[config.mk]
export PLATFORM = sky130hd
export DESIGN_NAME = traceback_prefetch_buffer
export DESIGN_NICKNAME = d
export VERILOG_FILES = /design/src/rtl/traceback_prefetch_buffer.sv
export SDC_FILE = /design/constraint.sdc
export NUM_CORES = 1
export LEC_CHECK = 0
export BUFFER_PORTS_ARGS = -buffer_cell sky130_fd_sc_hd__buf_2
export CORE_ASPECT_RATIO = 1.1
export CORE_MARGIN = 2
export CORE_UTILIZATION = 30
export CTS_CLUSTER_SIZE = 12
export DETAILED_ROUTE_END_ITERATION = 10
export SLEW_MARGIN = 20
export SYNTH_ARGS = -nofsm -noshare
export SYNTH_HDL_FRONTEND = slang
export SYNTH_SLANG_ARGS = --single-unit
[constraint.sdc]
create_clock -name clk -period 2.9 [get_ports clk]
set_input_delay 0.435 -clock clk [delete_from_list [all_inputs] [get_ports clk]]
set_output_delay 0.435 -clock clk [all_outputs]
set_load 0.05 [all_outputs]
[src/rtl/traceback_prefetch_buffer.sv]
// Two-entry ping-pong buffer: captures direction segments from the column finder and streams
// them one direction per handshake to the traceback walker. Optional stats: TB_PREFETCH_STATS_EN.
module traceback_prefetch_buffer #(
    parameter int PL = 8,
    parameter int DW = 3,
    parameter int PW = 10
) (
    input  logic               clk,
    input  logic               rst_n,
    input  logic [PL*DW-1:0]   prefetch_column,
    input  logic               fill_valid,
    output logic               fill_ready,
    input  logic [PW-1:0]      fill_x_start,
    output logic [1:0]         prefetch_request,
    output logic [DW-1:0]      dir_out,
    output logic [PW-1:0]      dir_x,
    output logic               dir_valid,
    output logic               dir_last,
    input  logic               dir_ready,
    input  logic               flush
`ifdef TB_PREFETCH_STATS_EN
    ,
    output logic [15:0]        stall_cycles,
    output logic [15:0]        flush_count
`endif
);
    localparam int IW = (PL > 1) ? $clog2(PL) : 1;
    localparam logic [IW-1:0] LAST_IDX = IW'(PL - 1);

    logic [PL*DW-1:0] data [2];
    logic [PW-1:0]    xs [2];
    logic             wr_ptr;
    logic             rd_ptr;
    logic [1:0]       count;
    logic [IW-1:0]    idx;
    logic             fill_acc;
    logic             pop;
    logic             last_pop;
    logic [PL*DW-1:0] cur_seg;

    assign fill_ready = (count != 2'd2) && !flush;
    assign dir_valid  = (count != 2'd0) && !flush;
    assign dir_last   = dir_valid && (idx == LAST_IDX);
    assign fill_acc   = fill_valid && fill_ready;
    assign pop        = dir_valid && dir_ready;
    assign last_pop   = pop && (idx == LAST_IDX);
    assign cur_seg    = data[rd_ptr];
    assign dir_x      = xs[rd_ptr] + PW'(idx);

    // Element 0 sits in the most significant slice of the segment.
    always_comb begin
        dir_out = '0;
        for (int i = 0; i < PL; i++) begin
            if (idx == IW'(i)) dir_out = cur_seg[(PL-1-i)*DW +: DW];
        end
    end

    always_comb begin
        prefetch_request = 2'b00;
        if (flush) prefetch_request = 2'b01;
        else begin
            case (count)
                2'd0:    prefetch_request = 2'b01;
                2'd1:    prefetch_request = 2'b10;
                default: prefetch_request = 2'b00;
            endcase
        end
    end

    always_ff @(posedge clk or negedge rst_n) begin
        if (!rst_n) begin
            for (int i = 0; i < 2; i++) begin
                data[i] <= '0;
                xs[i]   <= '0;
            end
        end else if (fill_acc) begin
            data[wr_ptr] <= prefetch_column;
            xs[wr_ptr]   <= fill_x_start;
        end
    end

    // Flush wins over everything but leaves the stored segments untouched.
    always_ff @(posedge clk or negedge rst_n) begin
        if (!rst_n) begin
            count  <= 2'd0;
            wr_ptr <= 1'b0;
            rd_ptr <= 1'b0;
            idx    <= '0;
        end else if (flush) begin
            count  <= 2'd0;
            wr_ptr <= 1'b0;
            rd_ptr <= 1'b0;
            idx    <= '0;
        end else begin
            if (fill_acc) wr_ptr <= ~wr_ptr;
            if (pop) begin
                if (last_pop) begin
                    idx    <= '0;
                    rd_ptr <= ~rd_ptr;
                end else begin
                    idx <= idx + 1'b1;
                end
            end
            case ({fill_acc, last_pop})
                2'b10:   count <= count + 2'd1;
                2'b01:   count <= count - 2'd1;
                default: count <= count;
            endcase
        end
    end

`ifdef TB_PREFETCH_STATS_EN
    always_ff @(posedge clk or negedge rst_n) begin
        if (!rst_n) begin
            stall_cycles <= '0;
            flush_count  <= '0;
        end else begin
            if (flush && flush_count != 16'hFFFF) flush_count <= flush_count + 16'd1;
            if (!flush && dir_ready && !dir_valid && stall_cycles != 16'hFFFF)
                stall_cycles <= stall_cycles + 16'd1;
        end
    end
`endif

endmodule

Word level (Yosys, flattened, before mapping)
Cells that the tools add are included.

storage, ports and cells
  word-level logic and storage cells = 78
  output and inout bits = 18
  bits in registers = 75
  input port bits = 39

cells by class
  bitwise operators = 4
  reduce and logical (&&, ||, !) cells = 16
  $lt $le $gt $ge = 3
  eq/ne operators = 11
  mux-type cells = 32
  add/sub/neg operators = 4

operator list
  kind                                           number
  2-to-1 mux 24 bit                              4
  bitwise mux 48 bit                             1
  2-to-1 mux 10 bit                              4
  2-to-1 mux 3 bit                               11
  demux 24 bit (select 1 bit)                    1
  bitwise mux 20 bit                             1
  == test 3 bit, second input constant           4
  adder 10 x 3 -> 10 bit                         1
  demux 10 bit (select 1 bit)                    1
  case mux 2 bit (2 select lines)                2
  nonzero test 2 bit                             4
  logical AND 1 bit                              7
  == test 3 x 2 -> 1 bit, second input constant  2
  2-to-1 mux 1 bit                               5
  == test 2 x 1 -> 1 bit, second input constant  2
  >= comparator 2 bit, second input constant     2
  2-to-1 mux 2 bit                               2
  NOT 1 -> 2 bit                                 2
  adder 3 x 1 -> 3 bit, second input constant    1
  == test 3 x 1 -> 1 bit, second input constant  1
  logical NOT 3 bit                              1
  nonzero test 3 bit                             1
  adder 2 x 1 -> 2 bit, second input constant    1
  == test 2 bit, second input constant           1
  other kinds (7)                                8

Longest topological paths before layout
  depth after elaboration = 12
  depth in mapped cells = 12
  depth with buffers taken out = 8

Worst setup path after synthesis
No wires, ideal clock.

  path kind = register -> output
  start point = register rd_ptr
  end point = output dir_x[8]
  arrival time = 2.971 ns
  data required time = 2.465 ns
  path buffers = 4
  cell stages (with the launch flop) = 13
  path slack = -0.506 ns
  path through = dfrtp_1 -> buf_6 -> buf_8 -> buf_6 -> buf_4 -> mux2_2 -> ha_1 -> inv_1 -> fa_1 -> nor2b_1 -> o21ai_0 -> nor3_1 -> xnor2_1

between the ends
  cells in the longest elaborated chain, start to end = 5

RTL lines
  element                                               line  RTL
  start: declaration                                    33    logic rd_ptr;
  start signal: assignment                              99    rd_ptr <= ~rd_ptr;
  NOT 1 -> 2 bit (implied by the code)                  48    assign dir_x = xs[rd_ptr] + PW'(idx);
  2-to-1 mux 10 bit (implied by the code) (3 in a row)  48
  adder 10 x 3 -> 10 bit                                48
  end: declaration                                      16    output logic [PW-1:0] dir_x,

Every way passes these cells. The select of a mux whose other input is x is not followed.

Worst setup path in the final report
Ends and elaborated chain as after synthesis.

==> metrics list <==
* Outcome: finished, final reports clean
- Setup total negative slack on the finished layout was measured at 0 ns.
- After synthesis the netlist holds a flip-flop and latch count of 75.
* Category of the critical setup timing path: reg -> out
- Buffers placed on the I/O ports in this run total 56.
- Unrepaired setup endpoints after global routing: yes
* Combinational Power Share: between 40 and 50%
* Global-route wire length before repair: 14,200 um
* Placed wire-length estimate: around 6000 um
- Top cell type by total area after synthesis: dfrtp_1
- Starting Density: 31.0%
* Net switching power figure: 1.91 mW
- Transition at the pin with the smallest max-transition slack: 0.544 ns
- Power per cell area: 1050 nW/um2
- Yosys synthesis warning count: 0
* Worst endpoint data arrival time: ~2.4 ns
- For this run, the post-layout net count is 421.
* Hold buffer count at cts: 0
- From synthesis to final layout, the design area changed by 23.0%.
- Summed over its instances, the top area cell type makes up 47.5% of the synthesized netlist area.
- Worst Path Max Fanout: 5
- Source-to-sink clock delay at the later pin of the worst-skew pair: 0.33 ns
* Count of endpoints failing hold in the final timing report: 0
- Switching power as a share of total power: a little under two fifths
- Fmax: 0.353 GHz
* Fin worst setup slack: 0.0659 ns
- The final route contains 2,554 vias.
- Core Box Area: 12,800 um2
- For this run, asynchronously set or reset flops after synthesis account for 100%.
- Number of DRC markers after the initial detailed-route iteration: 96
- The root buffer cell chosen for the clock tree is clkbuf_16.
- Post-route fraction of the period consumed by the critical path: 97.7%
* Sequential cell fraction of total power: 36.0%
- Sorting the synthesized cells by area gives the leading types as dfrtp_1, mux2_2, mux2i_1.
* Clock-pin slew on the worst setup and hold paths: 0.06 ns
* DIE AREA: between 10,000 and 15,000 um2
- From bottom edge to top edge, the die measures 124 um.
- At the end of routability-driven placement, the weighted congestion stood at 0.804.
- Setup violations remaining at the end of the flow were counted as 0.
- Summing all placed instances gives a cell area of 4440 um2.
- STA classifies the critical path startpoint as a flip-flop.
- Remaining routing DRC violations: 0
- Setup slack at placement: 0.193 ns
- Post-synth net total: approximately 360
- Post-synthesis cell count: 309
- Clock tree skew after final layout: 0.00606 ns
- Mean number of vias per cell: around 4.8
* Minimum clock period: around 2.8 ns
- Number of antenna violations at the first check in global routing: 0
* Distinct cells, synth: 47
* Final antenna-violating net count: 0
* Static leakage: 2.02 nW
- In this run the worst hold path is classified as in -> async.
- Pin placement for this block handled 57 I/O pins.
* Total grt overflow: 0
* Fraction of power consumed by the clock network: 21.5%
* Die Width: 113 um
* Final Instance Area: 4860 um2
- Worst hold margin: 0.0847 ns
- Counting flops with a built-in enable in the synthesized netlist gives 0.
- Buffer levels on the longest clock path: 2
- Ratio of cells with drive above 1 in the final layout: roughly 49%
- The mapped netlist covers 3950 um2.
- The internal portion of the total power is 3.20 mW.
- The number of global-route vias before repair is 2,798.
- The first detailed-routing pass ran for 4 iterations.
* CTS buffer count: 9
- Summed over all layers, the routed wires come to 8610 um.
* Worst relative slew slack: 63.7%
- Final max-slew violation count: 0
- Count of fill cells added during filler insertion: 1,235
* Maximum number of pins on one net before global-route repair: 35
* Peak supply drop: 0.692 mV
* Total routing usage reported by global routing: 13.0%
- Synthesized area per cell: 12.8 um2
* Routed WL per cell: between 15 and 20 um
* Standard-cell row count: 43
- Seq/Total Area, Yosys: about 47%
- The clock drives 75 sinks.
- At the worst endpoint, the required time is 2.47 ns.
- Most used flip-flop cell after synthesis: dfrtp_1
- TritonCTS clock tree: built
- Worst Setup End Kind: primary output
- The H-tree generated during clock tree synthesis spans 3 levels.
- Most instantiated library cell after synthesis: dfrtp_1
- Cell types with the highest counts after synthesis: dfrtp_1, mux2_2, mux2i_1
* N_diodes: 0
- The tool flagged a number of max-cap violations equal to 0.
layer usage:
| layer | up-vias | share of wire [%] | global-route usage [%] |
|---|---|---|---|
| li1 | 1230 | - | - |
| met1 | 1259 | 45 | 16.1 |
| met2 | 56 | 50 | 21.7 |
| met3 | 9 | 4.3 | 3.50 |
| met4 | 0 | 1.6 | 4.73 |
| met5 | - | 0 | 0 |
layout by cell type (no fill, tap or decap), types with 3 or more instances in the layout:
cell type	instances
mux2i_1	23
ha_1	7
ha_4	3
a21o_1	3
a21oi_1	7
inv_1	11
a211oi_1	3
nor2b_1	6
o21ai_0	6
nor2_1	8
mux2_2	74
nand2_1	7
xor2_4	3
clkbuf_16	9
o22ai_1	3
nand3_1	4
buf_2	50
xnor2_1	4
dfrtp_1	73
clkinv_2	3
buf_4	12
stage by stage:
step                      power, mW  std cells  util (%)
after CTS                      5.11        529      37.4
after floorplan                3.48        309         -
final                          5.11        531      38.1
after global placement         3.86        513      34.8
after detailed placement       3.93        513      34.8
after global routing           5.45        531      38.1
power by group through the flow:
stage | combinational, mW | sequential (mW) | clock [mW]
global placement | 2.04 | 1.82 | 0
CTS | 2.14 | 1.84 | 1.14
global route | 2.35 | 1.92 | 1.18
finish | 2.17 | 1.84 | 1.10
detailed placement | 2.08 | 1.85 | 0
floorplan | 1.72 | 1.76 | 0
flip-flops by register name (all words and copies together) (netlist names):
name / count
idx: 3
count: 2
xs: 20
rd_ptr: 1
wr_ptr: 1
data: 48
cells by family after synthesis:
group                      count (synthesis)  synth area share (%)
buffers and inverters                     28                  4.97
DFF                                       75                  47.5
muxes                                     99                  27.5
and+or+nand+nor                           42                  5.99
adders and majority gates                 13                  4.31
xor gates and xnor gates                  12                  2.66
AOI/OAI and AO/OA                         40                  7.03
worst max-delay path: stages (launching register included):
cell     delay [ns]
dfrtp_2        0.46
mux2_2         0.24
ha_1           0.15
inv_1          0.06
fa_2           0.38
nor2b_4        0.15
o21ai_4        0.11
nor3_4         0.22
xnor2_2        0.13
buf_6          0.18
layout make-up:
cell class              instances  area [um2]  share of cell area [%]
clock buffers                  11         243                    4.99
clock inverters                 5        52.6                    1.08
inverters                      12        45.0                   0.927
multi-input cells             206        2070                    42.7
flip-flops and latches         75        1880                    38.7
well taps                     157         196                    4.04
repair buffers                 65         370                    7.62
final timing paths:
check | from | end | slack (ns) | cells after the start
max | rd_ptr | dir_x[8] | 0.07 | 9
min | rst_n | xs[0] | 0.08 | 1
max reg2reg | count[0] | xs[5] | 0.90 | 6
min reg2reg | data[12] | data[12] | 0.50 | 1
max in group asynchronous | rst_n | data[0] | 2.05 | 2
min in group clk | prefetch_column[4] | data[28] | 0.34 | 2
timing repair:
item                                    CTS  global route
endpoints found under the hold margin     0             0
pin swaps                                 2             5
endpoints found under the setup margin    8             8
resized for setup                        12            14
gates cloned                              0             0
buffers inserted                          0             2
No activity file was read; power rests on OpenSTA's default activity.
